**config.mk**
```make
export PLATFORM = sky130hd
export DESIGN_NAME = piso_serializer
export DESIGN_NICKNAME = d
export VERILOG_FILES = /design/src/rtl/serial_pkg.sv /design/src/rtl/piso_hold_reg.sv /design/src/rtl/piso_serializer.sv
export SDC_FILE = /design/constraint.sdc
export NUM_CORES = 1
export LEC_CHECK = 0
export CELL_PAD_IN_SITES_DETAIL_PLACEMENT = 0
export CELL_PAD_IN_SITES_GLOBAL_PLACEMENT = 1
export CORE_MARGIN = 2
export CORE_UTILIZATION = 30
export CTS_CLUSTER_DIAMETER = 150
export CTS_CLUSTER_SIZE = 28
export DETAILED_ROUTE_END_ITERATION = 12
export PLACE_DENSITY = 0.74
export SYNTH_ARGS = -nofsm -noshare
export SYNTH_HDL_FRONTEND = slang
export SYNTH_SLANG_ARGS = --single-unit
```
**constraint.sdc**
```tcl
create_clock -name clk -period 1.55 [get_ports clk]
set_clock_uncertainty 0.15 [all_clocks]
set_input_delay 0.155 -clock clk [delete_from_list [all_inputs] [get_ports clk]]
set_output_delay 0.155 -clock clk [all_outputs]
set_load 0.01 [all_outputs]
```
**src/rtl/serial_pkg.sv**
```systemverilog
// Shared types and helpers for the PISO serializer.
// Build option: define SERIAL_PARITY_EN to append an even-parity bit to every frame.
package serial_pkg;

  typedef enum logic [1:0] {
    IDLE = 2'd0,
    DATA = 2'd1,
    PAR  = 2'd2
  } state_e;

`ifdef SERIAL_PARITY_EN
  localparam int PARITY_BITS = 1;
`else
  localparam int PARITY_BITS = 0;
`endif

  // Widest word even_parity() accepts; narrower words are zero-extended,
  // which leaves their parity unchanged.
  localparam int MAX_WIDTH = 64;

  // Serial frame length in bits for a given data word width.
  function automatic int frame_len(input int width);
    return width + PARITY_BITS;
  endfunction

  // Even parity: the bit that makes the total count of ones even.
  function automatic logic even_parity(input logic [MAX_WIDTH-1:0] word);
    return ^word;
  endfunction

endpackage

```
**src/rtl/piso_hold_reg.sv**
```systemverilog
// One-entry holding register in front of the shifter. It keeps the
// serial stream gap-free across frames.
module piso_hold_reg #(
  parameter int WIDTH = 4
) (
  input  logic             clk,
  input  logic             reset,
  input  logic             wr_en_i,
  input  logic [WIDTH-1:0] wr_data_i,
  input  logic             drain_i,
  output logic             full_o,
  output logic [WIDTH-1:0] data_o,
  output logic             in_ready_o
);

  logic             full_q;
  logic [WIDTH-1:0] data_q;

  // Occupancy flag: a write wins over a drain, and reset discards the held word.
  always_ff @(posedge clk) begin
    if (!reset) begin
      full_q <= 1'b0;
    end else if (wr_en_i) begin
      full_q <= 1'b1;
    end else if (drain_i) begin
      full_q <= 1'b0;
    end
  end

  // Word storage. It is only read while full_q is set, so it needs no reset.
  always_ff @(posedge clk) begin
    if (wr_en_i) begin
      data_q <= wr_data_i;
    end
  end

  assign full_o     = full_q;
  assign data_o     = data_q;
  assign in_ready_o = !full_q && reset;

endmodule

```
**src/rtl/piso_serializer.sv**
```systemverilog
// Parallel-in/serial-out serializer, MSB first, with valid/ready input and a
// one-entry holding register for back-to-back frames.
// Build option: SERIAL_PARITY_EN appends an even-parity bit to each frame.
module piso_serializer
  import serial_pkg::*;
#(
  parameter int WIDTH = 4
) (
  input  logic             clk,
  input  logic             reset,
  input  logic [WIDTH-1:0] in_data,
  input  logic             in_valid,
  output logic             in_ready,
  input  logic             shift_en,
  output logic             sout,
  output logic             sout_valid,
  output logic             sof,
  output logic             busy
);

  localparam int CNT_W     = $clog2(WIDTH + 1);
  localparam int FRAME_LEN = frame_len(WIDTH);
  localparam logic [CNT_W-1:0] LAST_CNT = CNT_W'(FRAME_LEN - 1);
`ifdef SERIAL_PARITY_EN
  localparam logic [CNT_W-1:0] LAST_DATA = CNT_W'(WIDTH - 1);
`endif

  state_e           state_q, state_d;
  logic [CNT_W-1:0] cnt_q, cnt_d;
  logic [WIDTH-1:0] shreg_q, shreg_d;
`ifdef SERIAL_PARITY_EN
  logic             par_q, par_d;
`endif

  logic             hold_full;
  logic [WIDTH-1:0] hold_data;
  logic             hold_wr, hold_drain;
  logic             accept, consume, last_bit, shifter_free, bypass, load;
  logic [WIDTH-1:0] load_word;

  // A bit leaves when it is presented and downstream advances. The shifter is
  // free when idle or when its final frame bit leaves on this edge.
  assign accept       = in_valid && in_ready;
  assign consume      = sout_valid && shift_en;
  assign last_bit     = (state_q != IDLE) && (cnt_q == LAST_CNT);
  assign shifter_free = (state_q == IDLE) || (consume && last_bit);
  assign bypass       = shifter_free && !hold_full && accept;
  assign hold_drain   = shifter_free && hold_full;
  assign hold_wr      = accept && !bypass;
  assign load         = bypass || hold_drain;
  assign load_word    = hold_full ? hold_data : in_data;

  piso_hold_reg #(
    .WIDTH(WIDTH)
  ) u_hold (
    .clk       (clk),
    .reset     (reset),
    .wr_en_i   (hold_wr),
    .wr_data_i (in_data),
    .drain_i   (hold_drain),
    .full_o    (hold_full),
    .data_o    (hold_data),
    .in_ready_o(in_ready)
  );

  // Control state: FSM and bit counter, cleared by reset.
  always_ff @(posedge clk) begin
    if (!reset) begin
      state_q <= IDLE;
      cnt_q   <= '0;
    end else begin
      state_q <= state_d;
      cnt_q   <= cnt_d;
    end
  end

  // Data path: shift register (and parity bit). The FSM gates their use, so they need no reset.
  always_ff @(posedge clk) begin
    shreg_q <= shreg_d;
`ifdef SERIAL_PARITY_EN
    par_q   <= par_d;
`endif
  end

  // Next state: a load takes priority. Otherwise each consumed bit advances the frame.
  always_comb begin
    state_d = state_q;
    cnt_d   = cnt_q;
    shreg_d = shreg_q;
`ifdef SERIAL_PARITY_EN
    par_d   = par_q;
`endif
    if (load) begin
      state_d = DATA;
      cnt_d   = '0;
      shreg_d = load_word;
`ifdef SERIAL_PARITY_EN
      par_d   = even_parity(MAX_WIDTH'(load_word));
`endif
    end else if (consume) begin
      cnt_d   = cnt_q + CNT_W'(1);
      shreg_d = shreg_q << 1;
      if (last_bit) begin
        state_d = IDLE;
        cnt_d   = '0;
      end
`ifdef SERIAL_PARITY_EN
      else if (state_q == DATA && cnt_q == LAST_DATA) begin
        state_d = PAR;
      end
`endif
    end
  end

  // Outputs decode from registered state only, so sout/sof/sout_valid are glitch-free.
  always_comb begin
    sout_valid = (state_q != IDLE);
    sof        = (state_q == DATA) && (cnt_q == '0);
    busy       = (state_q != IDLE) || hold_full;
    sout       = 1'b0;
    case (state_q)
      DATA:    sout = shreg_q[WIDTH-1];
`ifdef SERIAL_PARITY_EN
      PAR:     sout = par_q;
`endif
      default: sout = 1'b0;
    endcase
  end

endmodule

```
==> run summary <==
CP Cell Sequence -> ha_4 -> nand3b_4 -> a21oi_4 -> mux2_4
required time of the critical path -> 1.43 ns
warning count from the yosys run -> 0
TritonRoute pass-1 iters -> 4
total gr overflow -> 0
count of different cell masters after synthesis -> 26
Clock Latency Late Sink -> 0.27 ns
hold_buf cts -> 0
P&R area growth vs syn -> 48.7%
clock sinks -> 13
Hold Path Class -> in2reg
final hold vios -> 0
CTS Buf Count -> 3
Crit Path Class -> reg2reg
global placement routability congestion -> 0.690
GRT Total Usage -> 0.119
initial antenna violation count -> 0
worst-margin pin slew -> 0.291 ns
maximum resistive drop on vdd -> 0.000393 V
fillers -> 216
post-DR vias/cell -> 4.50
share of cells above drive strength 1 -> 0.444
die area -> 0.00269 sq mm
status -> finished, final reports clean
vias post-DR -> 531
Final Cycle Share -> 0.995
root buf cell -> clkbuf_4
Crit path max-delay family -> flip-flops
area leader, netlist -> edfxtp_1
final setup violation count -> 0
Slowest cell on crit path -> dfxtp_4
ant diodes -> 0
Post-DP HPWL -> 1.04 mm
normalized max-slew margin -> 0.805
DIE HEIGHT -> 51.9 microns
crit path DAT -> 1.43 ns
worst hold margin -> 0.309 ns
initial DRC count -> 6
global-route wire length before repair -> 2.29 mm
minimum clock period -> 1.54 ns
Syn Inst Count -> 57
DRT antenna net count -> 0
WL/cell -> 12.0 microns
I/O pin count -> 13
RSZ-0062 raised after global routing -> yes
CTS tree -> done
maximum clock rate -> 0.648 GHz
Synth Cell Area -> 688 sq um
Initial Utilization -> 0.314
dpl cells -> 109
max_cap viols -> 0
Core Area -> 0.00219 sq mm
Port Buffers -> 12
row count -> 17
Post-Syn Nets -> 67
storage element area -> 355 sq um
vias in the first global route -> 528
largest net degree at the start of global routing -> 9
fin. max-slew vios -> 0
Routed WL -> 1.42 mm
drt drc -> 0
htree depth -> 1
WP buf/inv -> 0
clk buf depth -> 2
Die Wd -> 51.9 microns
Max FO, Critical Path -> 4
CTS clk-pin slew, worst paths -> 0.08 ns
number of synthesized register bits -> 13
CP endpoint kind -> flop
nets@finish -> 101
Non-Filler Instances -> 118
Critical Path Max Stage Delay -> 0.37 ns
leakage -> 0.445 nW
Mean Syn Cell Area -> 12.1 sq um
Startpoint Class -> flop
Synth area leaders -> edfxtp_1 35%, dfxtp_1 15%, mux2_2 9.8%
post-synthesis sequential area ratio -> 0.495
Pwr Density -> 751 mW/mm^2
share of the synthesized area in the top cell type -> 0.349
footprint of the multi-input gates -> 333 sq um
==> power by group <==
group          switching (mW)  total, mW  internal (mW)
clock                   0.115      0.211         0.0956
sequential             0.0102      0.397          0.387
combinational          0.0626      0.161         0.0982
total                   0.188      0.769          0.581
==> layout make-up <==
| cell class | instances | area share |
|---|---|---|
| Sequential cell | 13 | 0.347 |
| Inverter | 3 | 0.0110 |
| Clock inverter | 1 | 0.00489 |
| Multi-Input combinational cell | 38 | 0.325 |
| Clock buffer | 3 | 0.0220 |
| Tap cell | 28 | 0.0342 |
| Timing Repair Buffer | 32 | 0.256 |
==> cells in the final DEF, fill, tap and decap left out, types with 2 or more instances in the layout <==
| cell type | Yosys | final |
|---|---|---|
| dlygate4sd2_1 | 0 | 3 |
| inv_1 | 3 | 3 |
| clkdlybuf4s50_1 | 0 | 7 |
| nand2_1 | 5 | 5 |
| dfxtp_4 | 0 | 4 |
| nor2_1 | 2 | 2 |
| mux2_4 | 0 | 3 |
| a21oi_4 | 2 | 2 |
| mux2i_1 | 2 | 2 |
| edfxtp_1 | 8 | 8 |
| clkbuf_4 | 0 | 3 |
| and2_1 | 2 | 2 |
| mux2_2 | 6 | 3 |
| buf_4 | 0 | 20 |
| nor2b_1 | 2 | 2 |
| a21oi_1 | 3 | 3 |
==> worst register-to-register path, stage by stage, from the launching register on <==
cell and delay, ns:
dfxtp_4 0.37, ha_4 0.15, nand3b_4 0.09, a21oi_4 0.21
mux2_4 0.33
==> stage by stage <==
stage          utilization  worst slack [ns]  power (mW)  cell area, sq um  TNS, ns
2_1_floorplan            -            0.0188       0.477               692        0
3_3_place_gp         0.425            -0.196       0.558               932    -1.88
3_5_place_dp         0.425            -0.214       0.562               932    -1.96
4_1_cts              0.459           -0.0286       0.774              1000  -0.0708
5_1_grt              0.467           -0.0210       0.809              1020  -0.0497
6_report             0.467           0.00722       0.769              1020        0
==> per-layer routing <==
metal	global-route usage	up-vias	part of all wire	wire, microns
li1	-	268	-	-
met1	0.140	248	0.43	609
met2	0.198	11	0.50	711
met3	0.0287	4	0.042	60
met4	0.0658	0	0.025	36
met5	0	-	0	0
==> cell families (layout without fill, tap and decap cells) <==
kind of cell / count (synthesis) / after routing / share of synthesized area
simple gates: 20 / 20 / 0.185
flops: 13 / 13 / 0.495
compound gates: 8 / 8 / 0.100
mux: 8 / 8 / 0.127
buf+inv: 6 / 39 / 0.0564
fa+ha+maj: 2 / 2 / 0.0364
==> synth_stat cells <==
cell type / n
a211oi_1: 1
a21oi_1: 3
a21oi_4: 2
and2_1: 2
and2b_1: 1
and3_1: 1
and3b_1: 1
buf_2: 1
buf_6: 2
dfxtp_1: 5
edfxtp_1: 8
ha_1: 2
inv_1: 3
mux2_2: 6
mux2i_1: 2
nand2_1: 5
nand2b_1: 1
nand3b_4: 1
nand4b_1: 1
nor2_1: 2
nor2b_1: 2
nor3_1: 1
nor3b_1: 1
o21ai_0: 1
o31a_1: 1
or2_2: 1
==> state kept, by name, summed over array words and instances, names as in the netlist <==
register	flops
u_hold.full_o	1
state_q	1
shreg_q	4
u_hold.data_o	4
cnt_q	3
==> what timing repair did <==
item,in CTS,in global routing
pin swaps,1,2
endpoints found under the setup margin,8,5
resized for setup,17,2
setup buffers,2,3
==> final timing paths <==
check                                      startpoint                          to  slack (ns)  depth (start not counted)
worst min-delay path                       in_data[1]  u_hold.data_o[1]$_DFFE_PP_        0.31                          1
worst max register to register  cnt_q[0]$_SDFFE_PP0N_        shreg_q[2]$_DFFE_PP_       0.007                          4
worst min register to register  cnt_q[2]$_SDFFE_PP0N_       cnt_q[2]$_SDFFE_PP0N_        0.32                          2
worst max-delay path            cnt_q[0]$_SDFFE_PP0N_        shreg_q[2]$_DFFE_PP_       0.007                          4
(Power assumes the default switching activity.)
